--- src/rtl/hazard_pkg.sv ---
// Shared hazard encodings for the RV32I pipeline scheduler.
// CtrlUnit produces hazard_optype with the same op-class encoding.
package hazard_pkg;

  typedef enum logic [1:0] {
    OPT_NONE  = 2'd0,
    OPT_ALU   = 2'd1,
    OPT_LOAD  = 2'd2,
    OPT_STORE = 2'd3
  } opt_e;

  typedef enum logic [1:0] {
    FWD_RF     = 2'd0,
    FWD_EX     = 2'd1,
    FWD_MEM_ALU = 2'd2,
    FWD_MEM_LD = 2'd3
  } fwd_e;

  function automatic logic opt_writes(input logic [1:0] opt);
    return (opt == OPT_ALU) || (opt == OPT_LOAD);
  endfunction

endpackage

--- src/rtl/hazard_fwd_mux_sel.sv ---
// Priority forwarding-source select for one ID-stage operand.
// A load still in EX is not a source; the stall logic covers it.
module hazard_fwd_mux_sel
  import hazard_pkg::*;
#(
  parameter int REG_AW = 5,
  parameter int OPT_W  = 2
) (
  input  logic              use_op,
  input  logic [REG_AW-1:0] rs,
  input  logic [OPT_W-1:0]  opt_ex,
  input  logic [REG_AW-1:0] rd_ex,
  input  logic [OPT_W-1:0]  opt_mem,
  input  logic [REG_AW-1:0] rd_mem,
  output logic [1:0]        sel
);

  logic rs_live;
  logic ex_alu;
  logic mem_alu;
  logic mem_ld;

  assign rs_live = use_op && (rs != '0);
  assign ex_alu  = rs_live && (opt_ex == OPT_ALU) && (rd_ex == rs);
  assign mem_alu = rs_live && (opt_mem == OPT_ALU) && (rd_mem == rs);
  assign mem_ld  = rs_live && (opt_mem == OPT_LOAD) && (rd_mem == rs);

  always_comb begin
    sel = FWD_RF;
    if (ex_alu)
      sel = FWD_EX;
    else if (mem_alu)
      sel = FWD_MEM_ALU;
    else if (mem_ld)
      sel = FWD_MEM_LD;
  end

endmodule

--- src/rtl/hazard_sched_unit.sv ---
// Hazard scheduler: forwarding, load-use stall, branch flush, stage enables.
// Keeps {optype, rd} shadows of EX and MEM plus the load-to-store flag.
module hazard_sched_unit
  import hazard_pkg::*;
#(
  parameter int REG_AW = 5,
  parameter int OPT_W  = 2
) (
  input  logic              clk,
  input  logic              rst,
  input  logic              mem_busy,
  input  logic              rs1use_ID,
  input  logic              rs2use_ID,
  input  logic [REG_AW-1:0] rs1_ID,
  input  logic [REG_AW-1:0] rs2_ID,
  input  logic [REG_AW-1:0] rd_ID,
  input  logic [OPT_W-1:0]  hazard_optype_ID,
  input  logic              Branch_ID,
  output logic [1:0]        forward_ctrl_A,
  output logic [1:0]        forward_ctrl_B,
  output logic              forward_ctrl_ls,
  output logic              PC_EN_IF,
  output logic              reg_FD_EN,
  output logic              reg_FD_flush,
  output logic              reg_DE_flush,
  output logic              reg_EM_EN,
  output logic              reg_MW_EN
);

  logic [OPT_W-1:0]  opt_ex;
  logic [OPT_W-1:0]  opt_mem;
  logic [REG_AW-1:0] rd_ex;
  logic [REG_AW-1:0] rd_mem;
  logic              ls_fwd;
  logic              ls_fwd_mem;

  logic [REG_AW-1:0] rd_id_eff;
  logic              ex_ld_live;
  logic              rs1_ex_hit;
  logic              rs2_ex_hit;
  logic              id_store;
  logic              stall;
  logic              freeze;
  logic              ls_set;

  assign rd_id_eff  = opt_writes(hazard_optype_ID) ? rd_ID : '0;
  assign ex_ld_live = (opt_ex == OPT_LOAD) && (rd_ex != '0);
  assign rs1_ex_hit = rs1use_ID && (rs1_ID == rd_ex);
  assign rs2_ex_hit = rs2use_ID && (rs2_ID == rd_ex);
  assign id_store   = hazard_optype_ID == OPT_STORE;
  assign freeze     = mem_busy;

  // Store data from a load in EX is patched in MEM instead of stalling.
  assign stall  = ex_ld_live && (rs1_ex_hit || (rs2_ex_hit && !id_store));
  assign ls_set = !stall && id_store && ex_ld_live && rs2_ex_hit;

  always_ff @(posedge clk or posedge rst) begin
    if (rst) begin
      opt_ex     <= OPT_NONE;
      rd_ex      <= '0;
      opt_mem    <= OPT_NONE;
      rd_mem     <= '0;
      ls_fwd     <= 1'b0;
      ls_fwd_mem <= 1'b0;
    end else if (!freeze) begin
      opt_mem    <= opt_ex;
      rd_mem     <= rd_ex;
      ls_fwd_mem <= ls_fwd;
      ls_fwd     <= ls_set;
      if (stall) begin
        opt_ex <= OPT_NONE;
        rd_ex  <= '0;
      end else begin
        opt_ex <= hazard_optype_ID;
        rd_ex  <= rd_id_eff;
      end
    end
  end

  hazard_fwd_mux_sel #(
    .REG_AW (REG_AW),
    .OPT_W  (OPT_W)
  ) u_fwd_a (
    .use_op  (rs1use_ID),
    .rs      (rs1_ID),
    .opt_ex  (opt_ex),
    .rd_ex   (rd_ex),
    .opt_mem (opt_mem),
    .rd_mem  (rd_mem),
    .sel     (forward_ctrl_A)
  );

  hazard_fwd_mux_sel #(
    .REG_AW (REG_AW),
    .OPT_W  (OPT_W)
  ) u_fwd_b (
    .use_op  (rs2use_ID),
    .rs      (rs2_ID),
    .opt_ex  (opt_ex),
    .rd_ex   (rd_ex),
    .opt_mem (opt_mem),
    .rd_mem  (rd_mem),
    .sel     (forward_ctrl_B)
  );

  assign forward_ctrl_ls = ls_fwd_mem;

  // Branch is re-evaluated after the stall, so it cannot flush now.
  always_comb begin
    PC_EN_IF     = !stall && !freeze;
    reg_FD_EN    = !stall && !freeze;
    reg_DE_flush = stall && !freeze;
    reg_FD_flush = Branch_ID && !stall && !freeze;
    reg_EM_EN    = !freeze;
    reg_MW_EN    = !freeze;
  end

endmodule

--- config.mk ---
export PLATFORM = sky130hd
export DESIGN_NAME = hazard_sched_unit
export DESIGN_NICKNAME = d
export VERILOG_FILES = /design/src/rtl/hazard_pkg.sv /design/src/rtl/hazard_fwd_mux_sel.sv /design/src/rtl/hazard_sched_unit.sv
export SDC_FILE = /design/constraint.sdc
export NUM_CORES = 1
export LEC_CHECK = 0
export ABC_CLOCK_PERIOD_IN_PS = 2390
export CAP_MARGIN = 20
export CORE_ASPECT_RATIO = 1.2
export CORE_MARGIN = 8
export CORE_UTILIZATION = 45
export DETAILED_ROUTE_END_ITERATION = 8
export PLACE_DENSITY = 0.78
export SLEW_MARGIN = 10
export SYNTH_ARGS = -nofsm -noshare
export SYNTH_HDL_FRONTEND = slang
export SYNTH_SLANG_ARGS = --single-unit
--- constraint.sdc ---
create_clock -name clk -period 2.39 [get_ports clk]
set_clock_uncertainty 0.2 [all_clocks]
set_input_delay 0.239 -clock clk [delete_from_list [all_inputs] [get_ports clk]]
set_output_delay 0.239 -clock clk [all_outputs]
set_load 0.02 [all_outputs]
Word level (Yosys, flattened, before mapping):

Index checks and enable logic that the tools add are counted.

* flip-flop bits (word level): 16
* word-level logic and storage cells: 62
* output and inout bits: 11
* input port bits: 23

* equal/unequal tests: 13
* reductions and logical operators: 34
* muxes and demuxes: 9

Operators with widths (count)
* == test 5 bit: 6
* logical AND 1 bit: 26
* nonzero test 5 bit: 3
* 2-to-1 mux 2 bit: 7
* 2-to-1 mux 5 bit: 2
* == test 2 bit (second input constant): 4
* == test 2 x 1 -> 1 bit (second input constant): 3
* logical NOT 1 bit: 3
* logical OR 1 bit: 2

Longest topological paths before layout:

* depth in word-level cells: 9
* mapped depth: 6
* gate-level depth less buffers: 5

By module:

From an unflattened synthesis, not the netlist that was laid out.

* cells, all modules: 120
* area, all modules: 1229.9 um^2

By module, submodules not included
* hazard_sched_unit: area each 892.1 um^2, instances 1, seq. area each 400.4 um^2, cells an instance 78
* hazard_fwd_mux_sel: area each 168.9 um^2, instances 2, seq. area each 0.0 um^2, cells an instance 21

Worst setup path after synthesis:

Ideal clock, no wire load.

* path type: register -> output
* start point: register rd_ex[1]
* end point: output reg_FD_EN
* required time: 1951 ps
* arrival time: 1750 ps
* stages on the path, launching flop included: 6
* path buffers: 1
* slack: 201 ps
* cell sequence: dfrtp_1 > or4_1 > o21ai_2 > a21oi_4 > nor2_1 > buf_4

* longest elaborated chain between the ends: 7
* elaborated cells on any way between the ends: 11
* those cells by class: 2 x eq/ne; 9 x reduce/logical

Ends and longest elaborated chain
* start, declared: line hazard_sched_unit.sv:32 `logic [REG_AW-1:0] rd_ex;`
* start signal, assigned: line hazard_sched_unit.sv:75 `rd_ex <= rd_id_eff;`
* == test 5 bit: line hazard_sched_unit.sv:49 `assign rs2_ex_hit = rs2use_ID && (rs2_ID == rd_ex);`
* logical AND 1 bit: line hazard_sched_unit.sv:49
* logical AND 1 bit: line hazard_sched_unit.sv:54 `assign stall = ex_ld_live && (rs1_ex_hit || (rs2_ex_hit && !id_store));`
* logical OR 1 bit: line hazard_sched_unit.sv:54
* logical AND 1 bit *: line hazard_sched_unit.sv:54
* logical NOT 1 bit *
* logical AND 1 bit *
* end, declared: line hazard_sched_unit.sv:23 `output logic reg_FD_EN,`

Mark *: on every way between the ends. The rest lies on a longest branch, timed or not.

Worst setup path in the final report:

* start point: input rs2_ID[1]
* end point: output forward_ctrl_B[1]

* longest elaborated chain between the ends: 7
* elaborated cells on any way between the ends: 13
* those cells by class: 2 x eq/ne; 3 x mux; 8 x reduce/logical

Ends and longest elaborated chain
* start, declared: line hazard_sched_unit.sv:15 `input logic [REG_AW-1:0] rs2_ID,`
* nonzero test 5 bit: line hazard_fwd_mux_sel.sv:23 `assign rs_live = use_op && (rs != '0);`
* logical AND 1 bit: line hazard_fwd_mux_sel.sv:23
* logical AND 1 bit (2 in a row): line hazard_fwd_mux_sel.sv:26 `assign mem_ld = rs_live && (opt_mem == OPT_LOAD) && (rd_mem == rs);`
* 2-to-1 mux 2 bit: line hazard_fwd_mux_sel.sv:34 `else if (mem_ld)`
* 2-to-1 mux 2 bit: line hazard_fwd_mux_sel.sv:32 `else if (mem_alu)`
* 2-to-1 mux 2 bit *: line hazard_fwd_mux_sel.sv:30 `if (ex_alu)`
* end, declared: line hazard_sched_unit.sv:20 `output logic [1:0] forward_ctrl_B,`

Marked as above.

==> results.sh <==
export IMPL_status="complete, but fails checks"
export IMPL_violations="negative setup slack"
export IMPL_synthCells=110
export IMPL_wl_per_cell_um=15.6
export IMPL_layout_setup_ws_ns=-0.0132
export IMPL_r2r_start="rd_ex[1]"
export IMPL_grt_max_degree=17
export IMPL_grt_pass1_wl_um=4960
export IMPL_seq_area_frac_synth_pct=38.0
export IMPL_finalCritPeriodShare_pct=101
export IMPL_final_cell_mix="buf_4 (24), clkdlybuf4s50_1 (22), nand2_1 (17)"
export IMPL_synth_xor_area_share_pct=17.5
export IMPL_power_density_mw_per_mm2=461
export IMPL_ys_flop_type="dfrtp_1"
export IMPL_reg2reg_depth=9
export IMPL_io_pins=34
export IMPL_arrival_ns=1.96
export IMPL_finalHoldViolCount=0
export IMPL_cp_data_required_time_ns=1.95
export IMPL_hp_class="in2async"
export IMPL_seq_area_sq_um=402
export IMPL_synth_edf_count=0
export IMPL_antenna_left=0
export IMPL_die_w_um=60.2
export IMPL_start_util_pct=46.6
export IMPL_num_rows=19
export IMPL_routed_wl_um=3080
export IMPL_clock_root_buffer="clkbuf_4"
export IMPL_ctsLongestPathBuffers=2
export IMPL_end_kind="output port"
export IMPL_drtIter0Drc=23
export IMPL_synth_compound_area_share_pct=10.1
export IMPL_nNetsFinal=191
export IMPL_overflow=0
export IMPL_ys_seq_elements=16
export IMPL_cp_startpoint="rs2_ID[1]"
export IMPL_rsz0062_at_grt="true"
export IMPL_yosys_area_share_adder_pct=1.19
export IMPL_critPathKind="in2out"
export IMPL_muxShareOfSynthArea_pct=7.48
export IMPL_reg2reg_to="ls_fwd"
export IMPL_cts_tree="done"
export IMPL_synth_async_sr_flop_share_pct=100
export IMPL_synth_top_family_by_area="simple AND/OR/NAND/NOR gates"
export IMPL_fin_hold_ws_ns=0.103
export IMPL_num_vias=1016
export IMPL_gp_congestion=0.959
export IMPL_viasPerCell=5.16
export IMPL_nFillCells=171
export IMPL_core_area_sq_mm=0.00226
export IMPL_grt_usage_pct=15.0
export IMPL_cts_sinks=16
export IMPL_min_period_ns=2.40
export IMPL_r2r_setup_slack_ns=0.40
export IMPL_max_slew_margin_pct=59.7
export IMPL_drc=0
export IMPL_cellLeakagePower_uw=0.000739
export IMPL_layout_drive_gt1_share_pct=34.3
export IMPL_syn_nets=134
export IMPL_antenna_cells_inserted=0
export IMPL_io_buffers=33
export IMPL_layout_cells_most_common="buf_4"
export IMPL_final_max_slew_viol_count=0
export IMPL_die_h_um=69.0
export IMPL_yosys_area_share_simple_pct=22.6
export IMPL_die_area_sq_mm=0.00415
export IMPL_dp_hpwl_um=2330
export IMPL_cts_max_level=1
export IMPL_synth_distinct_cells=31
export IMPL_fmax_mhz=416
export IMPL_numCtsBuffers=3
export IMPL_ctsHoldBuffers=0
export IMPL_syn_area_sq_mm=0.00105
export IMPL_area_growth_syn_to_layout_pct=56.5
export IMPL_avgSynthCellArea_sq_um=9.58
export IMPL_multi_input_area_sq_um=668
export IMPL_antenna_found_initial=0
export IMPL_irDropWorstVdd_mv=0.320
export IMPL_clock_latency_ns=0.29
export IMPL_worstSetupStartpointType="input port"
export IMPL_drv_cap=0
export IMPL_dr_pass1_iters=4
export IMPL_grt_pass1_vias=1085
export IMPL_clkTransAtPathRegs_ns=0.10
export IMPL_yosysWarnings=0
export IMPL_finalSetupViolCount=1
export IMPL_critPathMaxFanout=3
export IMPL_power_uw=759
export IMPL_tightest_slew_ns=0.604
-- flip-flops by register name (all words and copies together) (netlist names) --
register	flops
opt_mem	2
rd_mem	5
ls_fwd	1
opt_ex	2
forward_ctrl_ls	1
rd_ex	5
-- kinds of logic after synthesis --
| kind of cell | Yosys count |
|---|---|
| XOR/XNOR | 21 |
| AND/OR/NAND/NOR | 42 |
| adder cells (fa/ha/maj) | 1 |
| AO/OA/AOI/OAI | 16 |
| multiplexers | 7 |
| flip-flops | 16 |
| buffers and inverters | 7 |
-- through the flow --
step / worst slack [ns] / std cells / instance area [sq um] / setup TNS, ns / util, %
2_1_floorplan: 0.201 / 110 / 1050 / 0 / -
3_3_place_gp: -0.435 / 191 / 1560 / -2.66 / 69.0
3_5_place_dp: -0.444 / 191 / 1560 / -2.77 / 69.0
4_1_cts: -0.0251 / 196 / 1610 / -0.0251 / 71.3
5_1_grt: -0.0875 / 197 / 1650 / -0.413 / 73.0
6_report: -0.0132 / 197 / 1650 / -0.0132 / 73.0
-- cell usage after synthesis (2+ instances only) --
| library cell | n | share of area (%) |
|---|---|---|
| and2_1 | 2 | 1.2 |
| nor2_1 | 3 | 1.1 |
| xnor2_1 | 5 | 4.2 |
| nor3_1 | 2 | 0.95 |
| nand2_1 | 17 | 6.1 |
| xor2_1 | 16 | 13 |
| mux2_2 | 7 | 7.5 |
| o21ai_0 | 2 | 0.95 |
| buf_4 | 2 | 1.4 |
| o22ai_1 | 2 | 1.2 |
| or4_1 | 3 | 2.1 |
| dfrtp_1 | 16 | 38 |
| nor4_1 | 2 | 1.2 |
| o21ai_1 | 7 | 3.3 |
| inv_1 | 3 | 1.1 |
| nor3b_2 | 2 | 2.4 |
| clkbuf_1 | 2 | 0.71 |
| nand3_1 | 4 | 1.9 |
-- how the worst max path moves through the flow --
| stage | endpoint | slack (ns) | cells after the start |
|---|---|---|---|
| 5_1_grt | forward_ctrl_A[0] | -0.09 | 6 |
| 4_1_cts | reg_FD_flush | -0.03 | 6 |
| 6_report | forward_ctrl_B[1] | -0.01 | 7 |
| 3_5_place_dp | forward_ctrl_A[0] | -0.44 | 7 |
| 2_1_floorplan | reg_FD_EN | 0.20 | 5 |
| 3_3_place_gp | forward_ctrl_A[0] | -0.44 | 7 |
-- area by class of cell --
type / instances / area share [%]
Multi-Input combinational cell: 87 / 40.5
Clock buffer: 4 / 2.20
Sequential cell: 16 / 24.4
Inverter: 3 / 0.683
Tap cell: 31 / 2.35
Timing Repair Buffer: 56 / 29.9
-- routing by layer --
metal	part of all wire, %	GRT usage (%)	routed length (um)
met5	0	0	0
met4	3.8	9.04	116
met3	5.7	2.04	177
met2	48	24.6	1480
met1	43	17.3	1310
-- where the power goes --
group | internal (uW) | leakage (uW) | total [uW] | switching, uW
clock network | 92.8 | 0.0000210 | 181 | 87.9
logic | 135 | 0.000512 | 249 | 114
registers | 298 | 0.000206 | 330 | 32.5
total | 526 | 0.000739 | 759 | 234
-- worst max-delay path, cell delays in order --
cell and delay, ns:
clkdlybuf4s50_1 0.54, or4_1 0.14, o21ai_1 0.07, nor4_1 0.33, nand3_1 0.14, nor3b_1 0.21
clkdlybuf4s15_2 0.29
-- repair_timing --
| item | CTS | global route |
|---|---|---|
| buffers inserted | 1 | 1 |
| pin swaps | 4 | 7 |
| endpoints found under the setup margin | 8 | 8 |
| resized for setup | 45 | 12 |
(Power assumes the default switching activity.)
